===== src/rtl/pes_elevator_scheduler.sv =====
// SCAN up/down sweep scheduler feeding one-hot targets to the elevator motion core.
// Optional express-to-floor-0 dispatch is enabled by defining PES_SCHED_EXPRESS_EN.
module pes_elevator_scheduler #(
    parameter int unsigned FLOORS       = 8,
    parameter int unsigned DWELL_CYCLES = 4,
    parameter int unsigned CNT_W        = 4
) (
    input  logic              clk_i,
    input  logic              rst_ni,
    input  logic [FLOORS-1:0] call_req_i,
    input  logic [FLOORS-1:0] cur_floor_i,
    input  logic              move_complete_i,
    input  logic              over_weight_i,
`ifdef PES_SCHED_EXPRESS_EN
    input  logic              express_req_i,
`endif
    output logic [FLOORS-1:0] target_floor_o,
    output logic              target_valid_o,
    output logic              direction_o,
    output logic              door_open_o,
    output logic [FLOORS-1:0] pending_o,
    output logic              busy_o,
    output logic              err_alert_o
);

    typedef enum logic [2:0] {StIdle, StSelect, StDispatch, StDoor, StHold} state_e;

    state_e             state_q, state_d;
    logic [FLOORS-1:0]  pending_q, pending_d;
    logic [FLOORS-1:0]  tgt_q, tgt_d;
    logic               tv_q, tv_d;
    logic               dir_q, dir_d;
    logic [CNT_W-1:0]   cnt_q, cnt_d;
    logic               err_q, err_d;

    logic               cur_onehot;
    logic [FLOORS-1:0]  below_mask, above, below, lo_above, hi_below;
    logic [FLOORS-1:0]  call_mask, clr;
    logic               express;

    assign cur_onehot = (cur_floor_i != '0) && ((cur_floor_i & (cur_floor_i - FLOORS'(1))) == '0);
    assign below_mask = cur_floor_i - FLOORS'(1);
    assign above      = pending_q & ~(below_mask | cur_floor_i);
    assign below      = pending_q & below_mask;

`ifdef PES_SCHED_EXPRESS_EN
    assign express = express_req_i;
`else
    assign express = 1'b0;
`endif

    // Nearest pending floor on each side of the car.
    always_comb begin
        lo_above = '0;
        hi_below = '0;
        for (int i = FLOORS - 1; i >= 0; i--) begin
            if (above[i]) begin
                lo_above    = '0;
                lo_above[i] = 1'b1;
            end
        end
        for (int i = 0; i < FLOORS; i++) begin
            if (below[i]) begin
                hi_below    = '0;
                hi_below[i] = 1'b1;
            end
        end
    end

    always_comb begin
        state_d   = state_q;
        tgt_d     = tgt_q;
        tv_d      = tv_q;
        dir_d     = dir_q;
        cnt_d     = cnt_q;
        err_d     = err_q | ~cur_onehot;
        clr       = '0;
        call_mask = call_req_i;

        // Calls for the floor being served only re-open the door.
        if (state_q == StDoor || state_q == StHold) begin
            call_mask = call_req_i & ~cur_floor_i;
        end

        unique case (state_q)
            StIdle: begin
                if (!err_d) begin
                    if ((pending_q & cur_floor_i) != '0) begin
                        state_d = StDoor;
                        cnt_d   = '0;
                    end else if (pending_q != '0) begin
                        state_d = StSelect;
                    end
                end
            end
            StSelect: begin
                state_d = StDispatch;
                tv_d    = 1'b1;
                if (express) begin
                    tgt_d    = '0;
                    tgt_d[0] = 1'b1;
                    dir_d    = 1'b0;
                end else if (dir_q && above != '0) begin
                    tgt_d = lo_above;
                end else if (!dir_q && below != '0) begin
                    tgt_d = hi_below;
                end else if (dir_q && below != '0) begin
                    tgt_d = hi_below;
                    dir_d = 1'b0;
                end else if (!dir_q && above != '0) begin
                    tgt_d = lo_above;
                    dir_d = 1'b1;
                end else begin
                    // Only the current floor was pending; IDLE opens the door.
                    state_d = StIdle;
                    tv_d    = 1'b0;
                end
            end
            StDispatch: begin
                if (move_complete_i) begin
                    state_d = StDoor;
                    tgt_d   = '0;
                    tv_d    = 1'b0;
                    cnt_d   = '0;
                end
            end
            StDoor: begin
                if ((call_req_i & cur_floor_i) != '0) begin
                    cnt_d = '0;
                end else if (cnt_q == CNT_W'(DWELL_CYCLES - 1)) begin
                    state_d = over_weight_i ? StHold : StIdle;
                end else begin
                    cnt_d = cnt_q + CNT_W'(1);
                end
            end
            StHold: begin
                if (!over_weight_i) begin
                    state_d = StDoor;
                    cnt_d   = '0;
                end
            end
            default: state_d = StIdle;
        endcase

        if (state_d == StDoor && state_q != StDoor) begin
            clr = cur_floor_i;
        end
        pending_d = (pending_q | call_mask) & ~clr;
    end

    always_ff @(posedge clk_i) begin
        if (!rst_ni) begin
            state_q   <= StIdle;
            pending_q <= '0;
            tgt_q     <= '0;
            tv_q      <= 1'b0;
            dir_q     <= 1'b1;
            cnt_q     <= '0;
            err_q     <= 1'b0;
        end else begin
            state_q   <= state_d;
            pending_q <= pending_d;
            tgt_q     <= tgt_d;
            tv_q      <= tv_d;
            dir_q     <= dir_d;
            cnt_q     <= cnt_d;
            err_q     <= err_d;
        end
    end

    assign target_floor_o = tgt_q;
    assign target_valid_o = tv_q;
    assign direction_o    = dir_q;
    assign door_open_o    = (state_q == StDoor) || (state_q == StHold);
    assign pending_o      = pending_q;
    assign busy_o         = (state_q != StIdle);
    assign err_alert_o    = err_q;

endmodule

===== config.mk =====
export PLATFORM = sky130hd
export DESIGN_NAME = pes_elevator_scheduler
export DESIGN_NICKNAME = d
export VERILOG_FILES = /design/src/rtl/pes_elevator_scheduler.sv
export SDC_FILE = /design/constraint.sdc
export NUM_CORES = 1
export LEC_CHECK = 0
export ABC_AREA = 1
export BUFFER_PORTS_ARGS = -buffer_cell sky130_fd_sc_hd__buf_2
export CAP_MARGIN = 30
export CORE_MARGIN = 8
export CORE_UTILIZATION = 35
export DETAILED_ROUTE_END_ITERATION = 8
export PLACE_DENSITY = 0.56
export SLEW_MARGIN = 15
export SYNTH_ARGS = -nofsm -noshare
export SYNTH_HDL_FRONTEND = slang
export SYNTH_SLANG_ARGS = --single-unit

===== constraint.sdc =====
create_clock -name clk_i -period 1.6 [get_ports clk_i]
set_clock_uncertainty 0.05 [all_clocks]
set_input_delay 0 -clock clk_i [delete_from_list [all_inputs] [get_ports clk_i]]
set_output_delay 0 -clock clk_i [all_outputs]
set_load 0.05 [all_outputs]

==> out/metrics.yaml, run 1 <==
route:
  avgRoutedWirePerCell_um: 13.2
  post_drt_via_cell_ratio: 4.79
  wirelength_mm: 6.90
  first_pass_iters: 4
  drc: 0
  route.vias.total: 2504
  ant_nets: 0
  drt_iter0_markers: 114
timing:
  post-route-worst-setup-slack_ns: -0.0323
  rsz0062_at_grt: "yes"
  relSlewSlack: 0.626
  hold_viol_final: 0
  finalCritPeriodShare: 1.02
  worst_slew_pin_slew_ns: 0.560
  setup_violations: 8
  layout_min_cycle_time_ns: 1.63
  fmax_mhz: 613
  drv_slew: 0
critical_path:
  critical_path_class: "in -> reg"
  cp_slowest_cell: "ha_4"
  rr_worst_depth: 9
  reg2reg_setup_slack_ns: 0.08
  crit_required_ns: 1.77
  cp-end-kind: "flop"
  worstReg2RegEnd: "target_floor_o[0]"
  startpoint_type: "input pin"
  regToRegStartpoint: "pending_o[4]"
  path_max_fanout: 6
  critPathArrivalTime_ns: 1.80
  slowest_delay_ns: 0.22
  path_cells: "buf_12, nor2_4, nand2_2, inv_2, nand4_1, buf_4, ha_4, nand2_4, nand2_4, nor2_4, nand2_4, nor2_8, nor2_8, nor2_8, nand2_2, a21oi_2"
clock_network:
  cts_tree: "done"
  clk-insertion-delay-late_ns: 0.28
  clk_path_buf_depth: 2
  clk_root_buffer_cell: "clkbuf_8"
  htreeDepth: 1
  path_clk_slew_ns: 0.11
  cts.sinks: 26
  cts_buffers: 3
worst_hold_path:
  min_to: "state_q[2]"
  hp-class: "in -> reg"
  hp-start: "over_weight_i"
  whs_path_depth: 5
global_route:
  grt_pass1_vias: 2403
  grt_use_total: 0.151
  grt_pass1_wl_mm: 11.0
  grt_util_met3: 0.0127
  gr-usage-met1: 0.200
  grt_max_degree: 16
  met2_usage: 0.252
  grt-busiest-layer: "met2"
  antenna_found_initial: 0
  globalRoute.totalOverflow: 0
place:
  post-place-ws_ns: -0.414
  dp_hpwl_mm: 5.16
  gp_congestion: 0.879
  portBuffers: 40
synth:
  yosysTopAreaCell: "dfxtp_1"
  seq_area_frac_synth: 0.240
  synth_nets: 385
  post-synth-top-count-cell: "nand2_1"
  syn_area_um2: 2170
  synth_flop_cell: "dfxtp_1"
  synth_edf_count: 0
  postSynthCellCount: 349
  yosysWarnings: 0
  ys_async_sr_fraction: 0
  syn_area_per_cell_um2: 6.21
  synthTopCellsByArea: "dfxtp_1, nand2_1, ha_1"
  synth.distinct_cells: 25
  synth-seq-cells: 26
  yosysTopAreaCellShare: 0.240
  ys_top_cells_by_count: "nand2_1, inv_1, nor2_1"
layout:
  areaGrowthSynthToFinish_pct: 52.6
  nets: 485
  layout-drive-gt1-share: 0.424
  diodes: 0
die:
  die_x_um: 94.7
  num_io_pins: 41
  die_h_um: 94.7
  start_util: 0.364
  row_count: 28
  core_um2: 5960
  die-area_um2: 8970
power:
  power_w: 0.00202
  cellPowerDensity_nw_per_um2: 612
  ir_worst_vdd_mv: 0.459
  p_leak_nw: 1.71
run_status:
  outcome: "complete, but fails checks"
  violations: "negative setup slack"
run:
  cap_violations: 0
[routing by layer]
| metal | up-vias | share of wire |
|---|---|---|
| li1 | 1303 | - |
| met1 | 1150 | 0.47 |
| met2 | 45 | 0.48 |
| met3 | 6 | 0.036 |
| met4 | 0 | 0.014 |
| met5 | - | 0 |
[registers in the layout, indices dropped and copies added, names as in the netlist]
register	count
cnt_q	4
direction_o	1
err_alert_o	1
pending_o	8
state_q	3
target_floor_o	8
target_valid_o	1
[stage by stage]
stage / utilization / setup TNS [ns] / instances / hold slack, ns / instance area [µm²]
floorplan: - / -0.528 / 349 / 0.111 / 2220
global placement: 0.478 / -6.48 / 507 / 0.288 / 2850
detailed placement: 0.478 / -7.46 / 507 / 0.286 / 2850
CTS: 0.499 / 0 / 514 / 0.00306 / 2970
global route: 0.555 / -2.50 / 523 / 0.0360 / 3310
finish: 0.555 / -0.149 / 523 / 0.00391 / 3310
[layout by cell type (no fill, tap or decap), types with 3 or more instances in the layout]
master	synthesis	layout
nand2_1	98	85
nand4_1	9	9
o21ai_0	12	9
dfxtp_2	0	8
nor2_1	34	27
nor2_8	3	3
a21oi_1	26	19
nand2_2	6	15
a21oi_2	0	7
nor2_2	1	4
nand3_1	31	24
buf_2	1	36
o21ai_1	1	3
nor4_1	3	3
inv_2	9	14
ha_1	16	7
clkbuf_8	0	3
inv_1	51	43
nand3_2	0	6
nor2_4	6	11
nand3b_1	3	3
ha_4	0	7
dfxtp_1	26	18
nand2_4	3	6
buf_6	0	3
buf_4	0	55
[worst max-delay path by stage]
| stage | startpoint | end | slack [ns] | cells past startpoint |
|---|---|---|---|---|
| finish | cur_floor_i[1] | target_floor_o[0] | -0.03 | 16 |
| detailed placement | cur_floor_i[1] | target_floor_o[6] | -0.41 | 16 |
| CTS | cur_floor_i[0] | target_floor_o[6] | 0.002 | 16 |
| floorplan | cur_floor_i[1] | target_floor_o[3] | -0.08 | 15 |
| global placement | cur_floor_i[1] | target_floor_o[6] | -0.37 | 16 |
| global route | cur_floor_i[4] | target_floor_o[2] | -0.19 | 16 |
[timing repair]
item                                    in CTS  in global routing
cloned                                       0                  1
setup buffers                                1                  8
hold buffers                                 2                  0
endpoints found under the setup margin      10                 24
pin swaps                                   12                 37
resized for setup                            5                 75
hold endpoints to repair                     2                  0
[cell type report]
cell class | instances | area, µm²
clock inverter | 1 | 30.0
sequential | 26 | 531
tap | 75 | 93.8
timing repair buffer | 97 | 667
clock buffer | 3 | 41.3
multi-input combinational | 261 | 1690
inverter | 60 | 253
fill | 605 | 2650
[power by group]
part / switching (W) / leakage [nW] / internal (W)
combinational: 0.000429 / 1.46 / 0.000292
sequential: 0.0000419 / 0.214 / 0.000674
clock: 0.000251 / 0.0357 / 0.000336
total: 0.000721 / 1.71 / 0.00130
[cell families (layout without fill, tap and decap cells)]
family	Yosys count	in the layout	share of synthesized area
and+or+nand+nor	199	200	0.445
buffers and inverters	63	161	0.110
AOI/OAI and AO/OA	43	43	0.105
DFF	26	26	0.240
adders and majority gates	16	16	0.0924
xor gates and xnor gates	2	2	0.00808
[worst max-delay path, delay by kind of cell]
| kind | cells | cell delay (ns) |
|---|---|---|
| buffers and inverters | 3 | 0.35 |
| adders and majority gates | 1 | 0.22 |
| AOI/OAI and AO/OA | 1 | 0.12 |
| and+or+nand+nor | 11 | 1.09 |
No activity file was read; power rests on OpenSTA's default activity.
==> run 2: changes to the inputs <==
--- a/config.mk
+++ b/config.mk
@@ -5,13 +5,13 @@
 export SDC_FILE = /design/constraint.sdc
 export NUM_CORES = 1
 export LEC_CHECK = 0
-export ABC_AREA = 1
+export ABC_AREA = 0
 export BUFFER_PORTS_ARGS = -buffer_cell sky130_fd_sc_hd__buf_2
 export CAP_MARGIN = 30
 export CORE_MARGIN = 8
 export CORE_UTILIZATION = 35
 export DETAILED_ROUTE_END_ITERATION = 8
-export PLACE_DENSITY = 0.56
+export PLACE_DENSITY = 0.57
 export SLEW_MARGIN = 15
 export SYNTH_ARGS = -nofsm -noshare
 export SYNTH_HDL_FRONTEND = slang
==> run 2 against run 1 <==
The flow still finishes with violations (negative setup slack). Combinational power fell by 4.0%. Maximum frequency decreased by 35%. Sequential share of layout area grew 0.38 points. Worst setup slack worse by 0.86 ns. Non-clock buffer count up 41. Register-to-register slack got worse by 0.62 ns. Global-route usage grew 1.4 points. Sequential cell count did not move. Sequential power decreased by 4.8%. Die area fell by 11%. Core utilization grew 6.3 points. Critical endpoint is now target_floor_o[7]. Largest cell class unchanged. Highest routed layer unchanged.
==> out/metrics.yaml, run 2 <==
die:
  die_x_um: 89.2
  die_h_um: 89.2
  core_um2: 5140
  row_count: 26
  die-area_um2: 7960
  start_util: 0.365
  num_io_pins: 41
global_route:
  grt_use_total: 0.165
  grt_pass1_vias: 2176
  grt_pass1_wl_mm: 10.4
  globalRoute.totalOverflow: 0
  grt_max_degree: 18
  antenna_found_initial: 0
synth:
  post-synth-top-count-cell: "dfxtp_1"
  synth-seq-cells: 26
  postSynthCellCount: 226
  seq_area_frac_synth: 0.277
  yosysWarnings: 0
  synthTopCellsByArea: "dfxtp_1, ha_1, nor2_1"
  synth_edf_count: 0
  syn_area_per_cell_um2: 8.30
  synth.distinct_cells: 46
  synth_flop_cell: "dfxtp_1"
  synth_nets: 262
  yosysTopAreaCell: "dfxtp_1"
  ys_top_cells_by_count: "dfxtp_1, nor2_1, nand2_1"
  syn_area_um2: 1880
  ys_async_sr_fraction: 0
  yosysTopAreaCellShare: 0.277
route:
  route.vias.total: 2243
  drt_iter0_markers: 99
  post_drt_via_cell_ratio: 5.22
  drc: 0
  first_pass_iters: 4
  ant_nets: 0
  avgRoutedWirePerCell_um: 15.5
  wirelength_mm: 6.67
place:
  portBuffers: 40
  gp_congestion: 0.830
  dp_hpwl_mm: 5.06
  dp.cells: 414
  dpl-instance-area_um2: 2840
critical_path:
  cp-end-kind: "flop"
  path_max_fanout: 8
  regToRegStartpoint: "pending_o[1]"
  critPathArrivalTime_ns: 2.63
  worstReg2RegEnd: "target_floor_o[7]"
  reg2reg_setup_slack_ns: -0.54
  critical_path_class: "in -> reg"
  startpoint_type: "input pin"
  crit_required_ns: 1.74
  rr_worst_depth: 6
power:
  internal_power_w: 0.00122
  switching_share: 0.331
  cellPowerDensity_nw_per_um2: 575
  seq_power_share: 0.373
  p_clk_frac: 0.249
  ir_worst_vdd_mv: 0.434
  combPwrFrac: 0.379
  p_switching_w: 0.000605
  p_leak_nw: 1.43
worst_hold_path:
  whs_path_depth: 4
  hp-class: "in -> reg"
  min_to: "target_floor_o[0]"
  hp-start: "move_complete_i"
layout:
  final_cell_area_um2: 3180
  layout-drive-gt1-share: 0.475
  finalNonFillerCells: 430
  final_common_cell: "buf_4"
  nets: 397
  areaGrowthSynthToFinish_pct: 69.3
  diodes: 0
  final_cell_mix: "buf_4, buf_2, dfxtp_1"
timing:
  worst_slew_pin_slew_ns: 0.477
  setup_violations: 25
  relSlewSlack: 0.681
  finalCritPeriodShare: 1.56
  fmax_mhz: 401
  hold_viol_final: 0
  post-route-worst-setup-slack_ns: -0.895
  holdWs_ns: 0.0279
  rsz0062_at_grt: "yes"
  layout_min_cycle_time_ns: 2.50
  drv_slew: 0
clock_network:
  htreeDepth: 1
  clk_root_buffer_cell: "clkbuf_8"
  clk_path_buf_depth: 2
  path_clk_slew_ns: 0.10
  cts_buffers: 3
  clk-insertion-delay-late_ns: 0.28
  cts_tree: "done"
  cts.sinks: 26
run_status:
  outcome: "complete, but fails checks"
  violations: "negative setup slack"
run:
  cap_violations: 0
[run 2: how the worst max path moves through the flow]
stage | start | to | slack (ns) | depth (start not counted)
after floorplan | cur_floor_i[1] | cnt_q[1] | -1.22 | 11
after global placement | cur_floor_i[1] | target_floor_o[6] | -1.40 | 13
after detailed placement | cur_floor_i[1] | target_floor_o[5] | -1.47 | 13
after CTS | cur_floor_i[0] | target_floor_o[7] | -0.88 | 11
after global routing | cur_floor_i[0] | target_floor_o[6] | -0.98 | 14
final | cur_floor_i[0] | target_floor_o[7] | -0.90 | 11
[run 2: stage by stage]
step	util	power [W]	setup WS [ns]	setup TNS, ns
4_1_cts	0.596	0.00180	-0.877	-18.15
5_1_grt	0.618	0.00192	-0.980	-20.78
3_3_place_gp	0.552	0.00130	-1.40	-31.17
2_1_floorplan	-	0.00103	-1.22	-26.73
6_report	0.618	0.00183	-0.895	-18.99
3_5_place_dp	0.552	0.00131	-1.47	-32.58
[run 2: critical path: stages]
cell       delay, ns
buf_8           0.10
inv_6           0.05
ha_4            0.12
or3b_4          0.37
or3_4           0.36
ha_4            0.17
a222oi_1        0.32
nand3_2         0.24
a2bb2oi_4       0.36
mux2_4          0.33
a32o_1          0.21
[run 2: layer usage]
metal,wire [µm],global-route usage
met5,0,0
met1,2850,0.191
met3,379,0.0276
met4,65,0.0347
met2,3380,0.306
[run 2: layout make-up]
cell class / count / area, µm²
sequential: 26 / 522
multi-input combinational: 179 / 1430
inverter: 13 / 70.1
fill: 494 / 1960
timing repair buffer: 138 / 1010
tap: 70 / 87.6
clock buffer: 4 / 55.1
[run 2: what timing repair did]
item | 4_1_cts | 5_1_grt
endpoints found under the hold margin | 7 | 0
setup buffers | 3 | 3
gates resized for setup | 22 | 16
pin swaps | 22 | 8
setup endpoints to repair | 26 | 26
hold buffers | 6 | 0
[run 2: logic make-up after synthesis]
group                    synth area share
buffers and inverters              0.0547
multiplexers                       0.0447
adder cells (fa/ha/maj)             0.107
flip-flops                          0.277
AND/OR/NAND/NOR                     0.266
AO/OA/AOI/OAI                       0.251
[run 2: power by group through the flow]
stage               combinational, W  sequential [W]  clock, W
finish                      0.000692        0.000681  0.000454
global route                0.000743        0.000684  0.000493
CTS                         0.000652        0.000680  0.000472
detailed placement          0.000612        0.000695         0
global placement            0.000608        0.000695         0
floorplan                   0.000269        0.000761         0
